==> config.mk <==
export PLATFORM = sky130hd
export DESIGN_NAME = sync_fifo
export DESIGN_NICKNAME = d
export VERILOG_FILES = /design/src/rtl/sync_fifo_pkg.sv /design/src/rtl/sync_fifo_mem.sv /design/src/rtl/sync_fifo.sv
export SDC_FILE = /design/constraint.sdc
export NUM_CORES = 1
export LEC_CHECK = 0
export BUFFER_PORTS_ARGS = -buffer_cell sky130_fd_sc_hd__clkbuf_2
export CORE_MARGIN = 2
export CORE_UTILIZATION = 60
export DETAILED_ROUTE_END_ITERATION = 7
export GPL_ROUTABILITY_DRIVEN = 0
export PLACE_DENSITY = 0.76
export SLEW_MARGIN = 40
export SYNTH_ARGS = -nofsm -noshare
export SYNTH_HDL_FRONTEND = slang
export SYNTH_HIERARCHICAL = 1
export SYNTH_SLANG_ARGS = --single-unit
==> constraint.sdc <==
create_clock -name clk -period 7.4 [get_ports clk]
set_input_delay 1.48 -clock clk [delete_from_list [all_inputs] [get_ports clk]]
set_output_delay 1.48 -clock clk [all_outputs]
set_load 0.01 [all_outputs]
==> src/rtl/sync_fifo_pkg.sv <==
// Shared constants and flag helper for the sync_fifo block.
package sync_fifo_pkg;

  localparam int DEFAULT_DATA_WIDTH = 8;
  localparam int DEFAULT_DEPTH      = 16;

  typedef struct packed {
    logic full;
    logic empty;
  } fifo_flags_t;

  // Pointers carry one extra wrap bit above the address bits. Empty when
  // they match exactly; full when only the wrap bit differs.
  function automatic fifo_flags_t calc_flags(input logic [31:0] wr_p,
                                             input logic [31:0] rd_p,
                                             input int unsigned ptr_w);
    fifo_flags_t flags;
    logic [31:0] diff;
    diff        = wr_p ^ rd_p;
    flags.empty = (diff == 32'd0);
    flags.full  = (diff == (32'd1 << ptr_w));
    return flags;
  endfunction

endpackage

==> src/rtl/sync_fifo_mem.sv <==
// DEPTH x DATA_WIDTH storage: synchronous write port, registered read port.
// The read register is cleared by reset; the array itself is not.
module sync_fifo_mem
  import sync_fifo_pkg::*;
#(
  parameter int DATA_WIDTH = DEFAULT_DATA_WIDTH,
  parameter int DEPTH      = DEFAULT_DEPTH,
  parameter int ADDR_W     = $clog2(DEPTH)
) (
  input  logic                  clk,
  input  logic                  rst,
  input  logic                  wr_en,
  input  logic [ADDR_W-1:0]     wr_addr,
  input  logic [DATA_WIDTH-1:0] wr_data,
  input  logic                  rd_en,
  input  logic [ADDR_W-1:0]     rd_addr,
  output logic [DATA_WIDTH-1:0] rd_data
);

  logic [DATA_WIDTH-1:0] mem_reg [DEPTH];
  logic [DATA_WIDTH-1:0] rd_data_reg;

  // Write port: store the incoming word when a write is accepted.
  always_ff @(posedge clk) begin
    if (wr_en) begin
      mem_reg[wr_addr] <= wr_data;
    end
  end

  // Read port: capture the addressed word; hold the previous value otherwise.
  always_ff @(posedge clk or negedge rst) begin
    if (!rst) begin
      rd_data_reg <= '0;
    end else if (rd_en) begin
      rd_data_reg <= mem_reg[rd_addr];
    end
  end

  assign rd_data = rd_data_reg;

endmodule

==> src/rtl/sync_fifo.sv <==
// Single-clock FIFO with registered read data and full/empty flags.
// Optional error pulses (overflow/underflow) are enabled by defining
// the macro SYNC_FIFO_ERR_EN.
module sync_fifo
  import sync_fifo_pkg::*;
#(
  parameter int DATA_WIDTH = DEFAULT_DATA_WIDTH,
  parameter int DEPTH      = DEFAULT_DEPTH
) (
  input  logic                  clk,
  input  logic                  rst,
  input  logic                  wr_en,
  input  logic [DATA_WIDTH-1:0] data_in,
  input  logic                  rd_en,
  output logic [DATA_WIDTH-1:0] data_op,
  output logic                  full,
  output logic                  empty
`ifdef SYNC_FIFO_ERR_EN
  ,
  output logic                  overflow,
  output logic                  underflow
`endif
);

  localparam int PTR_W = $clog2(DEPTH);

  logic [PTR_W:0] wr_ptr_reg, wr_ptr_next;
  logic [PTR_W:0] rd_ptr_reg, rd_ptr_next;
  logic           wr_accept;
  logic           rd_accept;
  fifo_flags_t    flags;

  // Flags come purely from the registered pointers.
  always_comb begin
    flags = calc_flags(32'(wr_ptr_reg), 32'(rd_ptr_reg), PTR_W);
    full  = flags.full;
    empty = flags.empty;
  end

  // Accept decisions and pointer advance; pointers wrap modulo 2*DEPTH.
  always_comb begin
    wr_accept   = wr_en && !full;
    rd_accept   = rd_en && !empty;
    wr_ptr_next = wr_ptr_reg;
    rd_ptr_next = rd_ptr_reg;
    if (wr_accept) begin
      wr_ptr_next = wr_ptr_reg + 1'b1;
    end
    if (rd_accept) begin
      rd_ptr_next = rd_ptr_reg + 1'b1;
    end
  end

  // Pointer registers.
  always_ff @(posedge clk or negedge rst) begin
    if (!rst) begin
      wr_ptr_reg <= '0;
      rd_ptr_reg <= '0;
    end else begin
      wr_ptr_reg <= wr_ptr_next;
      rd_ptr_reg <= rd_ptr_next;
    end
  end

  sync_fifo_mem #(
    .DATA_WIDTH (DATA_WIDTH),
    .DEPTH      (DEPTH),
    .ADDR_W     (PTR_W)
  ) u_mem (
    .clk     (clk),
    .rst     (rst),
    .wr_en   (wr_accept),
    .wr_addr (wr_ptr_reg[PTR_W-1:0]),
    .wr_data (data_in),
    .rd_en   (rd_accept),
    .rd_addr (rd_ptr_reg[PTR_W-1:0]),
    .rd_data (data_op)
  );

`ifdef SYNC_FIFO_ERR_EN
  logic overflow_reg;
  logic underflow_reg;

  // One-cycle pulses flagging a rejected write or read.
  always_ff @(posedge clk or negedge rst) begin
    if (!rst) begin
      overflow_reg  <= 1'b0;
      underflow_reg <= 1'b0;
    end else begin
      overflow_reg  <= wr_en && full;
      underflow_reg <= rd_en && empty;
    end
  end

  assign overflow  = overflow_reg;
  assign underflow = underflow_reg;
`endif

endmodule

Word-level counts from Yosys, hierarchy flattened
Memory sizes are Yosys's and may differ from the RTL's. A register that Yosys moved wholly into a read port is not among the register bits.
Index checks and enable logic that the tools add are counted.

operators by class
  equality and inequality tests = 1
  shifts and indexed selects = 0
  mux-type cells = 2
  reductions and logical operators = 6
  order comparisons = 0
  div/mod/pow operators = 0
  $add $sub $neg = 2
  bitwise operators = 1
  multipliers = 0

operators by type and width
  cell                                          count
  logical NOT 32 bit                            1
  adder 5 x 1 -> 5 bit (second input constant)  2
  equality test 5 bit (second input constant)   1
  XOR 5 bit                                     1
  logical NOT 1 bit                             3
  logical AND 1 bit                             2
  2-to-1 mux 1 bit                              2

word-level totals
  input bits = 12
  register bits after elaboration = 10
  logic and storage cells = 15
  bits in read-only memories = 0
  bits in writable memories = 128
  memories = 1
  bits in latches = 0

memories
  name           words  width  rd ports  clocked after memory_dff  wr ports  line                 source
  u_mem.mem_reg  16     8      1         1                         1         sync_fifo_mem.sv:20  logic [DATA_WIDTH-1:0] mem_reg [DEPTH];

Longest topological paths before layout
  word-level depth = 6
  mapped depth = 8
  mapped depth without buffers = 6

Hierarchy
The synthesis kept the hierarchy.

by module, submodules not included
  module         times used  area an instance (um^2)  cells an instance
  sync_fifo_mem  1           5,331.4                  240
  sync_fifo      1           593.1                    45

Worst setup path after synthesis
No wires, ideal clock.

  path kind = in2reg
  from = input port wr_en
  to = memory u_mem/mem_reg[0][0] (netlist bit), enable pin
  stages on the path = 4
  path buffers = 0
  required time = 7.017 ns
  setup slack = 4.271 ns
  data arrival time = 2.745 ns
  setup time = 0.383 ns
  cell sequence = o21ai_2 > inv_1 > or3b_2 > nor3_1

between the ends
  cells in the longest elaborated chain, start to end = 3

RTL lines
  item                                    line                 source
  start: declaration                      sync_fifo.sv:12      input logic wr_en,
  logical AND 1 bit                       sync_fifo.sv:42      wr_accept = wr_en && !full;
  via wr_accept                           sync_fifo.sv:29      logic wr_accept;
  2-to-1 mux 1 bit                        sync_fifo_mem.sv:25  if (wr_en) begin
  2-to-1 mux 1 bit (implied by the code)  sync_fifo_mem.sv:26  mem_reg[wr_addr] <= wr_data;
  end: declaration                        sync_fifo_mem.sv:20

The timed path passes the listed nets, and every way through them passes these cells.

Worst setup path after layout
  from = register rd_ptr_reg[2]
  to = output port full

between the ends
  cells in the longest elaborated chain, start to end = 2

RTL lines
  item                      line                 source
  start: declaration        sync_fifo.sv:28      logic [PTR_W:0] rd_ptr_reg, rd_ptr_next;
  start signal: assignment  sync_fifo.sv:61      rd_ptr_reg <= rd_ptr_next;
  XOR 5 bit                 sync_fifo_pkg.sv:19  diff = wr_p ^ rd_p;
  equality test 5 bit       sync_fifo_pkg.sv:21  flags.full = (diff == (32'd1 << ptr_w));
  end: declaration          sync_fifo.sv:16      output logic full,

Every way passes these cells.

==> reports/results.tsv <==
metric	value	unit
r2r worst-path depth	7	
unrepaired setup endpoints after global routing	false	
Hold Path Origin	wr_ptr_reg[4]$_DFFE_PN0P_	
Vias/cell	6.098	
die height	103.4	um
Final #Nets	328	
CTS tree	done	
crit-path max FO	36	
post_cts resized	0	
grt ovf	0	
Mapped Area	0.005924	sq mm
period utilization	0.4730	
endpoints failing setup	0	
Crit Path Category	reg2out	
Core Area	0.009684	sq mm
Synth Register Bits	146	
total vias in the final route	2805	
number of global-route vias before repair	2760	
Fin. Hold Viols	0	
pwr dens	402.1	mW/mm^2
R2R Setup Slk	4.41	ns
die area	0.01069	sq mm
Port-buffer cells	21	
Hold Path Class	reg2reg	
Post-DP Area	0.006107	sq mm
Layout Utilization	0.6875	
initial antenna violation count	0	
Max-slew headroom	0.4365	
worst vdd ir	0.2457	mV
status	finished, final reports clean	
CTS root buffer	clkbuf_8	
fin crit period	3.500	ns
cell leakage power	0.002232	uW
Num Clock Sinks	146	
Worst R2R End	u_mem/mem_reg[1][2]$_DFFE_PP_	
Synth warnings	6	
first-pass GRT wire length	16220	um
max FFs per register	128	
CTS clock-pin slew for the worst setup and hold paths	0.06	ns
Site Rows	36	
worst slew pin tran	0.8421	ns
Max Cap Viol	0	
Hold WS	0.5605	ns
Synth Instances	285	
final instance area	0.006658	sq mm
n_diodes	0	
initial core utilization	0.6118	
I/O pins	22	
largest net degree at the start of global routing	37	
count of cell types in the netlist	34	
total power	2677	uW
register area share after synthesis	0.7248	
RR Startpoint	rd_ptr_reg[2]$_DFFE_PN0P_	
Slew Limit Fails	0	
max frequency	285.7	MHz
ratio of cells with drive above 1 in the final layout	0.3242	
synthesis-to-layout area growth	12.38	%
most common cell after layout, fill and taps aside	edfxtp_1	
CTS buffer count	17	
clock buffer depth	2	
CP Capture Type	output pin	
type of origin of the critical path	register	
clock skew	0.009780	ns
1st-pass router iterations	4	
post-route ant nets	0	
Post-route DRC	0	
Fill cells	596	
die width	103.4	um
post-CTS setup buffers	0	
critical path arrival	2.02	ns
CTS Hold Bufs	0	
post-DR wirelength/cell	23.24	um
DRT iter0 DRCs	222	
Crit path required time	5.92	ns
Hold Crit Depth	1	
Skew-Pair Late Insertion Delay	0.52	ns
worst hold endpoint	wr_ptr_reg[4]$_DFFE_PN0P_	
Synth Net Count	299	
H-tree depth	4	
Avg Cell Area, Syn	20.79	sq um
gr usage total	0.2249	
Setup TNS	0	ns
placed wire-length estimate	6772	um
most frequent cells in the layout	edfxtp_1, mux4_2, clkbuf_2	
final WL	10690	um
[through the flow]
stage	cells	setup WS [ns]
6_report	460	3.900
5_1_grt	460	3.700
4_1_cts	460	3.842
3_5_place_dp	428	4.062
3_3_place_gp	428	3.963
2_1_floorplan	285	4.271
[routing by layer]
metal / GRT usage / wire length [um] / up-vias
met5: 0 / 0 / -
met3: 0.08065 / 723 / 11
met4: 0.08401 / 158 / 0
met2: 0.3270 / 5129 / 110
li1: - / - / 1232
met1: 0.3189 / 4679 / 1452
[layout make-up]
type / instances / area [sq um] / share of cell area
repair buffers: 24 / 127.6 / 0.01917
multi-input cells: 123 / 1519 / 0.2282
inverters: 2 / 7.507 / 0.001128
clock inverters: 6 / 82.58 / 0.01240
clock buffers: 26 / 457.9 / 0.06878
well taps: 133 / 166.4 / 0.02500
flip-flops and latches: 146 / 4297 / 0.6454
[cells in the mapped netlist]
master | count | share of area
mux4_2 | 26 | 0.099
a221oi_2 | 8 | 0.020
and3_1 | 1 | 0.0011
nand2b_1 | 3 | 0.0032
nor3_1 | 4 | 0.0034
buf_6 | 5 | 0.0095
xor2_2 | 1 | 0.0027
o22ai_2 | 1 | 0.0021
nand3b_1 | 2 | 0.0025
dfrtp_1 | 18 | 0.076
o2111ai_1 | 1 | 0.0015
ha_1 | 2 | 0.0042
mux2_4 | 2 | 0.0051
or3b_2 | 1 | 0.0015
and2_1 | 2 | 0.0021
buf_2 | 2 | 0.0017
mux2i_1 | 8 | 0.014
or2_2 | 1 | 0.0011
and3_2 | 2 | 0.0025
buf_4 | 1 | 0.0013
o22ai_1 | 7 | 0.0074
buf_1 | 4 | 0.0025
o211ai_1 | 5 | 0.0063
nand2_1 | 1 | 0.00063
xnor2_2 | 4 | 0.011
xnor2_1 | 9 | 0.013
nand3_1 | 1 | 0.00084
nor2_1 | 22 | 0.014
mux4_1 | 6 | 0.027
buf_12 | 2 | 0.0068
o21ai_2 | 2 | 0.0030
inv_1 | 2 | 0.0013
nand4_4 | 1 | 0.0036
edfxtp_1 | 128 | 0.65
[how the worst max path moves through the flow]
| stage | startpoint | endpoint |
|---|---|---|
| after floorplan | wr_en | u_mem/mem_reg[0][0]$_DFFE_PP_ |
| after global placement | wr_en | u_mem/mem_reg[0][7]$_DFFE_PP_ |
| after detailed placement | wr_en | u_mem/mem_reg[1][2]$_DFFE_PP_ |
| after CTS | rd_ptr_reg[2]$_DFFE_PN0P_ | full |
| after global routing | rd_ptr_reg[2]$_DFFE_PN0P_ | empty |
| final | rd_ptr_reg[2]$_DFFE_PN0P_ | full |
[power by group]
group | total [uW] | leakage (uW) | switching (uW) | internal [uW]
Clock | 780 | 0.000261 | 293 | 487
Combinational | 765 | 0.000611 | 407 | 359
Sequential | 1130 | 0.00136 | 107 | 1030
[worst max-delay path: stages (launching register included)]
cell and delay, ns:
dfrtp_2 0.34, buf_4 0.48, xnor2_2 0.20, nand4_4 0.19, nor2_1 0.14, clkbuf_2 0.14
[logic make-up (layout without fill, tap and decap cells)]
| kind of cell | Yosys count | count (layout) | share of synthesized area |
|---|---|---|---|
| DFF | 146 | 146 | 0.7248 |
| muxes | 42 | 42 | 0.1440 |
| and+or+nand+nor | 41 | 41 | 0.03632 |
| AOI/OAI and AO/OA | 24 | 24 | 0.04055 |
| buffers and inverters | 16 | 58 | 0.02302 |
| xor gates and xnor gates | 14 | 14 | 0.02703 |
| adders and majority gates | 2 | 2 | 0.004223 |
Power figures use the tool's default switching activity.
